<file path="src/rtl/vga_pkg.sv">
// Shared screen geometry, SRAM address width and the pixel-responder FSM states.
package vga_pkg;
  localparam int SCREEN_WIDTH_DEF  = 320;
  localparam int SCREEN_HEIGHT_DEF = 240;
  localparam int ADDR_W            = 17;

  typedef enum logic [3:0] {
    IDLE, ARB, W_SETUP, W_STROBE, W_HOLD, R_SETUP, R_SAMPLE, DONE, RELEASE
  } pixelState_t;
endpackage

</file>
<file path="src/rtl/pixel_address_calc.sv">
// Combinational pixel address (row-major, Y*width+X) and screen range check.
module pixel_address_calc import vga_pkg::*; #(
  parameter int SCREEN_WIDTH  = SCREEN_WIDTH_DEF,
  parameter int SCREEN_HEIGHT = SCREEN_HEIGHT_DEF
) (
  input  logic [8:0]        xCoord,
  input  logic [7:0]        yCoord,
  output logic [ADDR_W-1:0] pixelAddress,
  output logic              inRange
);
  logic [ADDR_W-1:0] xExt, yExt;

  assign xExt = ADDR_W'(xCoord);
  assign yExt = ADDR_W'(yCoord);

  // 320 = 256 + 64, so the default width needs only two shifts and an add
  generate
    if (SCREEN_WIDTH == 320) begin : g_shiftAdd
      assign pixelAddress = (yExt << 8) + (yExt << 6) + xExt;
    end else begin : g_mult
      assign pixelAddress = yExt * ADDR_W'(SCREEN_WIDTH) + xExt;
    end
  endgenerate

  assign inRange = (int'(xCoord) < SCREEN_WIDTH) && (int'(yCoord) < SCREEN_HEIGHT);
endmodule

</file>
<file path="src/rtl/mpu_pixel_responder.sv">
// Serves single-pixel MPU reads/writes against the shared frame-buffer SRAM,
// arbitrating for the bus and sequencing WE#/OE# with fully registered outputs.
module mpu_pixel_responder import vga_pkg::*; #(
  parameter int SCREEN_WIDTH  = SCREEN_WIDTH_DEF,
  parameter int SCREEN_HEIGHT = SCREEN_HEIGHT_DEF
) (
  input  logic              clock,
  input  logic              reset,
  input  logic [8:0]        memoryXCoord,
  input  logic [7:0]        memoryYCoord,
  input  logic              memoryWriteRequest,
  input  logic              memoryReadRequest,
  input  logic [7:0]        memoryWriteData,
  output logic [7:0]        memoryReadData,
  output logic              memoryWriteComplete,
  output logic              memoryReadComplete,
  output logic              outOfRange,
  output logic              busRequest,
  input  logic              busGrant,
  output logic [ADDR_W-1:0] ramAddress,
  output logic [7:0]        ramDataOut,
  input  logic [7:0]        ramDataIn,
  output logic              ramDataDrive,
  output logic              ramWriteEnable,
  output logic              ramOutputEnable
);
  pixelState_t       state, stateNext;
  logic              isWrite, oorPending, strobeSecond;
  logic              anyReq, captureReq, inRange;
  logic [ADDR_W-1:0] pixelAddress;

  pixel_address_calc #(
    .SCREEN_WIDTH (SCREEN_WIDTH),
    .SCREEN_HEIGHT(SCREEN_HEIGHT)
  ) u_addrCalc (
    .xCoord      (memoryXCoord),
    .yCoord      (memoryYCoord),
    .pixelAddress(pixelAddress),
    .inRange     (inRange)
  );

  assign anyReq     = memoryWriteRequest | memoryReadRequest;
  assign captureReq = (state == IDLE) && !oorPending && anyReq;

  // An out-of-range request spends one cycle in IDLE with oorPending set,
  // so its complete pulse lands one edge after capture without touching the bus.
  always_comb begin
    stateNext = state;
    case (state)
      IDLE:     if (oorPending)            stateNext = DONE;
                else if (anyReq && inRange) stateNext = ARB;
      ARB:      if (busGrant)              stateNext = isWrite ? W_SETUP : R_SETUP;
      W_SETUP:  stateNext = W_STROBE;
      W_STROBE: if (strobeSecond)          stateNext = W_HOLD;
      W_HOLD:   stateNext = DONE;
      R_SETUP:  stateNext = R_SAMPLE;
      R_SAMPLE: stateNext = DONE;
      DONE:     stateNext = RELEASE;
      RELEASE:  if (!(isWrite ? memoryWriteRequest : memoryReadRequest)) stateNext = IDLE;
      default:  stateNext = IDLE;
    endcase
  end

  // Outputs are decoded from stateNext so they change on the same edge as the state.
  always_ff @(posedge clock) begin
    if (reset) begin
      state               <= IDLE;
      isWrite             <= 1'b0;
      oorPending          <= 1'b0;
      strobeSecond        <= 1'b0;
      ramAddress          <= '0;
      ramDataOut          <= '0;
      memoryReadData      <= '0;
      memoryWriteComplete <= 1'b0;
      memoryReadComplete  <= 1'b0;
      outOfRange          <= 1'b0;
      busRequest          <= 1'b0;
      ramDataDrive        <= 1'b0;
      ramWriteEnable      <= 1'b1;
      ramOutputEnable     <= 1'b1;
    end else begin
      state        <= stateNext;
      strobeSecond <= (state == W_STROBE) && !strobeSecond;
      oorPending   <= captureReq && !inRange;
      if (captureReq) begin
        isWrite    <= memoryWriteRequest;
        ramDataOut <= memoryWriteData;
        if (inRange) ramAddress <= pixelAddress;
      end
      busRequest          <= stateNext inside {ARB, W_SETUP, W_STROBE, W_HOLD, R_SETUP, R_SAMPLE};
      ramDataDrive        <= stateNext inside {W_SETUP, W_STROBE, W_HOLD};
      ramWriteEnable      <= !(stateNext == W_STROBE);
      ramOutputEnable     <= !(stateNext inside {R_SETUP, R_SAMPLE});
      memoryWriteComplete <= (stateNext == DONE) && isWrite;
      memoryReadComplete  <= (stateNext == DONE) && !isWrite;
      outOfRange          <= (state == IDLE) && (stateNext == DONE);
      if ((stateNext == DONE) && !isWrite)
        memoryReadData <= (state == R_SAMPLE) ? ramDataIn : 8'h00;
    end
  end
endmodule

</file>
<file path="config.mk">
export PLATFORM = sky130hd
export DESIGN_NAME = mpu_pixel_responder
export DESIGN_NICKNAME = d
export VERILOG_FILES = /design/src/rtl/vga_pkg.sv /design/src/rtl/pixel_address_calc.sv /design/src/rtl/mpu_pixel_responder.sv
export SDC_FILE = /design/constraint.sdc
export NUM_CORES = 1
export LEC_CHECK = 0
export ABC_AREA = 1
export BUFFER_PORTS_ARGS = -buffer_cell sky130_fd_sc_hd__buf_2
export CAP_MARGIN = 10
export CORE_ASPECT_RATIO = 1.75
export CORE_UTILIZATION = 40
export CTS_BUF_LIST = sky130_fd_sc_hd__clkbuf_8
export DETAILED_ROUTE_END_ITERATION = 10
export GPL_TIMING_DRIVEN = 0
export PLACE_DENSITY = 0.64
export RECOVER_POWER = 50
export SLEW_MARGIN = 20
export SYNTH_ARGS = -nofsm -noshare
export SYNTH_HDL_FRONTEND = slang
export SYNTH_SLANG_ARGS = --single-unit
export TNS_END_PERCENT = 50
</file>
<file path="constraint.sdc">
create_clock -name clock -period 2.7 [get_ports clock]
set_clock_uncertainty 0.1 [all_clocks]
set_input_delay 0.54 -clock clock [delete_from_list [all_inputs] [get_ports clock]]
set_output_delay 0.54 -clock clock [all_outputs]
set_load 0.1 [all_outputs]
</file>
==> metrics.cfg <==
[global_routing]
gr-usage-all-layers_pct=18.70
gr-total-overflow=0
grt_pass1_vias=2054
grt_pass1_wl_um=8735
antenna_found_initial=0
grt_max_degree=16

[worst_setup_path]
path_class=input pin to flop
worstPathArrival_ns=2.46
path_cells=buf_2 > fa_1 > fa_1 > nand3_1 > nand3_1 > nand2_1 > nand2_1 > nand2_1 > nand2_1 > nand2_1 > nand3_1 > o211ai_1 > inv_1
cp-end-kind=flop
timing.critical_path.buf_inv=2
endpoint=ramAddress[13]
cpLargestDelayFamily=adder cells
cpPeakStageDelay_ns=0.52
required_ns=2.80
reg2reg_setup_slack_ns=0.66
cp_max_fo=3
cpMaxStageDelayCell=fa_1
crit_cells=13
regToRegStartpoint=state[3]
crit_top_cell=nand2_1
rr_worst_depth=8
worstSetupStartpointType=input pin
r2r-end=isWrite
cp-startpoint=memoryXCoord[8]

[cts]
clkSlewWorstSetupHoldPaths_ns=0.09
cts_root_buf=clkbuf_8
postCtsHoldBufs=0
cts_resized=0
numClockSinks=47
numCtsBuffers=5
cts_setup_buffers=0
htreeDepth=2
clock_path_buffers=2
cts_tree=built
clock_latency_ns=0.30

[logic_synthesis]
yosys-top-cells-area=dfxtp_1 (40%), nand2_1 (9.1%), nor2_1 (9.0%), ha_1 (8.0%), inv_1 (6.1%)
syn_inst=316
async_flop_share_pct=0
ys_seq_area_share_pct=40.06
synth_ff_type=dfxtp_1
avgSynthCellArea_um2=7.432
ys_seq_elements=47
synth_top_area_cell=dfxtp_1
synth_top_area_share_pct=40.06
synth_fp_nets=371
synth_enable_flop_cells=0
synth_cell_types=32
synth_area_um2=2349
yosysWarnings=0

[floorplan]
fp-row-count=36
io_pins=78
core_area_um2=5630
initial_utilization_pct=41.71
die_h_um=103.4
die_w_um=59.92
dieArea_um2=6194

[detailed_routing]
drt_iter0_drc=72
detail_route.vias_per_cell=4.866
wl_um=5608
drt_first_pass_iters=4
remaining_drc_errors=0
ant_nets=0
wire_per_inst_um=11.76
vias=2321

[power]
ir_worst_vdd_mv=0.6256
p_int_w=0.001536
p_leak_nw=1.481
power_frac_comb_pct=57.8
clock_power_share_pct=15.1
swShare_pct=57.80
p_sw_w=0.002104
powerDensity_nw_per_um2=1263
seqPwrFrac_pct=27.1

[worst_hold_path]
min-delay-start=strobeSecond
hold_class=flop to flop

[timing]
worst_pin_slew_ns=1.209
slew_violations=0
max_freq_mhz=424.2
tns_ns=0
fin_crit_sh_pct=87.31
relSlewSlack_pct=19.78
fin_crit_ns=2.357
final_hold_viol_count=0
rsz0062_at_grt=no
final-setup-viol-count=0

[final_layout]
stdcell_count=477
num_antenna_cells=0
nets=455
drive_gt1_share_pct=17.46
mostFrequentLayoutCells=nor2_1 (60), nand2_1 (57), buf_2 (55)
area.growth.synth_to_final_pct=22.70
final_common_cell=nor2_1

[placed_design]
hpwl_um=4425
io_buffer_count=77
gp_congestion=0.8687
placedCellCount=469

[run_status]
status=finished clean

[flow_run]
max_cap_viol_count=0

cell type report:
cell class                 count  area, um2
buffer                         8      36.28
clock buffer                   6      82.58
clock inverter                 2      38.79
fill                         602       2749
inverter                      41      153.9
multi-input combinational    220       1179
sequential                    47      940.9
tap                           76      95.09
timing repair buffer          77      355.3
Yosys cell counts (2+ instances only):
cell type  instances
inv_1             38
clkbuf_1           4
o21ai_0           28
ha_1              15
nand4_2            2
nor2_1            56
o211ai_1           3
dfxtp_1           47
fa_1               2
nand3_1           20
xnor2_1            2
nor3_1             2
buf_2              3
inv_2              3
nand4_1            2
nor2_4             3
a31oi_1            2
o21ai_1            2
nor2_2             2
a21oi_1           12
nand2_1           57
power by group through the flow:
stage	combinational [W]	clock (W)	sequential, W
finish	0.00210	0.000550	0.000985
global route	0.00223	0.000596	0.00100
CTS	0.00218	0.000564	0.000985
detailed placement	0.00217	0	0.000999
global placement	0.00216	0	0.000995
floorplan	0.000674	0	0.00213
worst min path at each step:
stage                               to  depth (start not counted)
final                     strobeSecond                          1
after global routing      strobeSecond                          1
after CTS                 strobeSecond                          1
after detailed placement  strobeSecond                          1
after global placement    strobeSecond                          1
after floorplan           strobeSecond                          1
sequential cells by signal, indices dropped and copies added, names as in the netlist:
register	cells
oorPending	1
strobeSecond	1
memoryWriteComplete	1
isWrite	1
ramAddress	17
outOfRange	1
busRequest	1
memoryReadData	8
ramWriteEnable	1
ramDataOut	8
ramDataDrive	1
memoryReadComplete	1
state	4
ramOutputEnable	1
layer usage:
layer	GRT usage, %	up-vias	part of all wire [%]
met2	34.53	91	54
met3	3.856	19	5.0
met1	18.60	1028	37
li1	-	1183	-
met5	0	-	0
met4	10.91	0	3.5
cells by family (layout without fill, tap and decap cells):
family | after synthesis | after routing | synth area share [%]
AOI/OAI and AO/OA | 49 | 49 | 11.13
adders and majority gates | 17 | 17 | 9.696
buffers and inverters | 49 | 134 | 8.151
xor gates and xnor gates | 3 | 3 | 1.119
and+or+nand+nor | 151 | 151 | 29.84
DFF | 47 | 47 | 40.06
per-stage QoR:
step	hold WS [ns]	cell area (um2)	util, %	power, W	worst slack, ns
global placement	0.3081	2829	50.24	0.003158	0.05676
CTS	0.3277	2950	52.40	0.003729	0.3404
floorplan	0.3000	2349	-	0.002807	0.3255
finish	0.3281	2882	51.18	0.003640	0.3426
detailed placement	0.3122	2829	50.24	0.003173	0.01925
global route	0.3421	2882	51.18	0.003834	0.1850
Note: power is estimated with default switching activity, not from simulation.
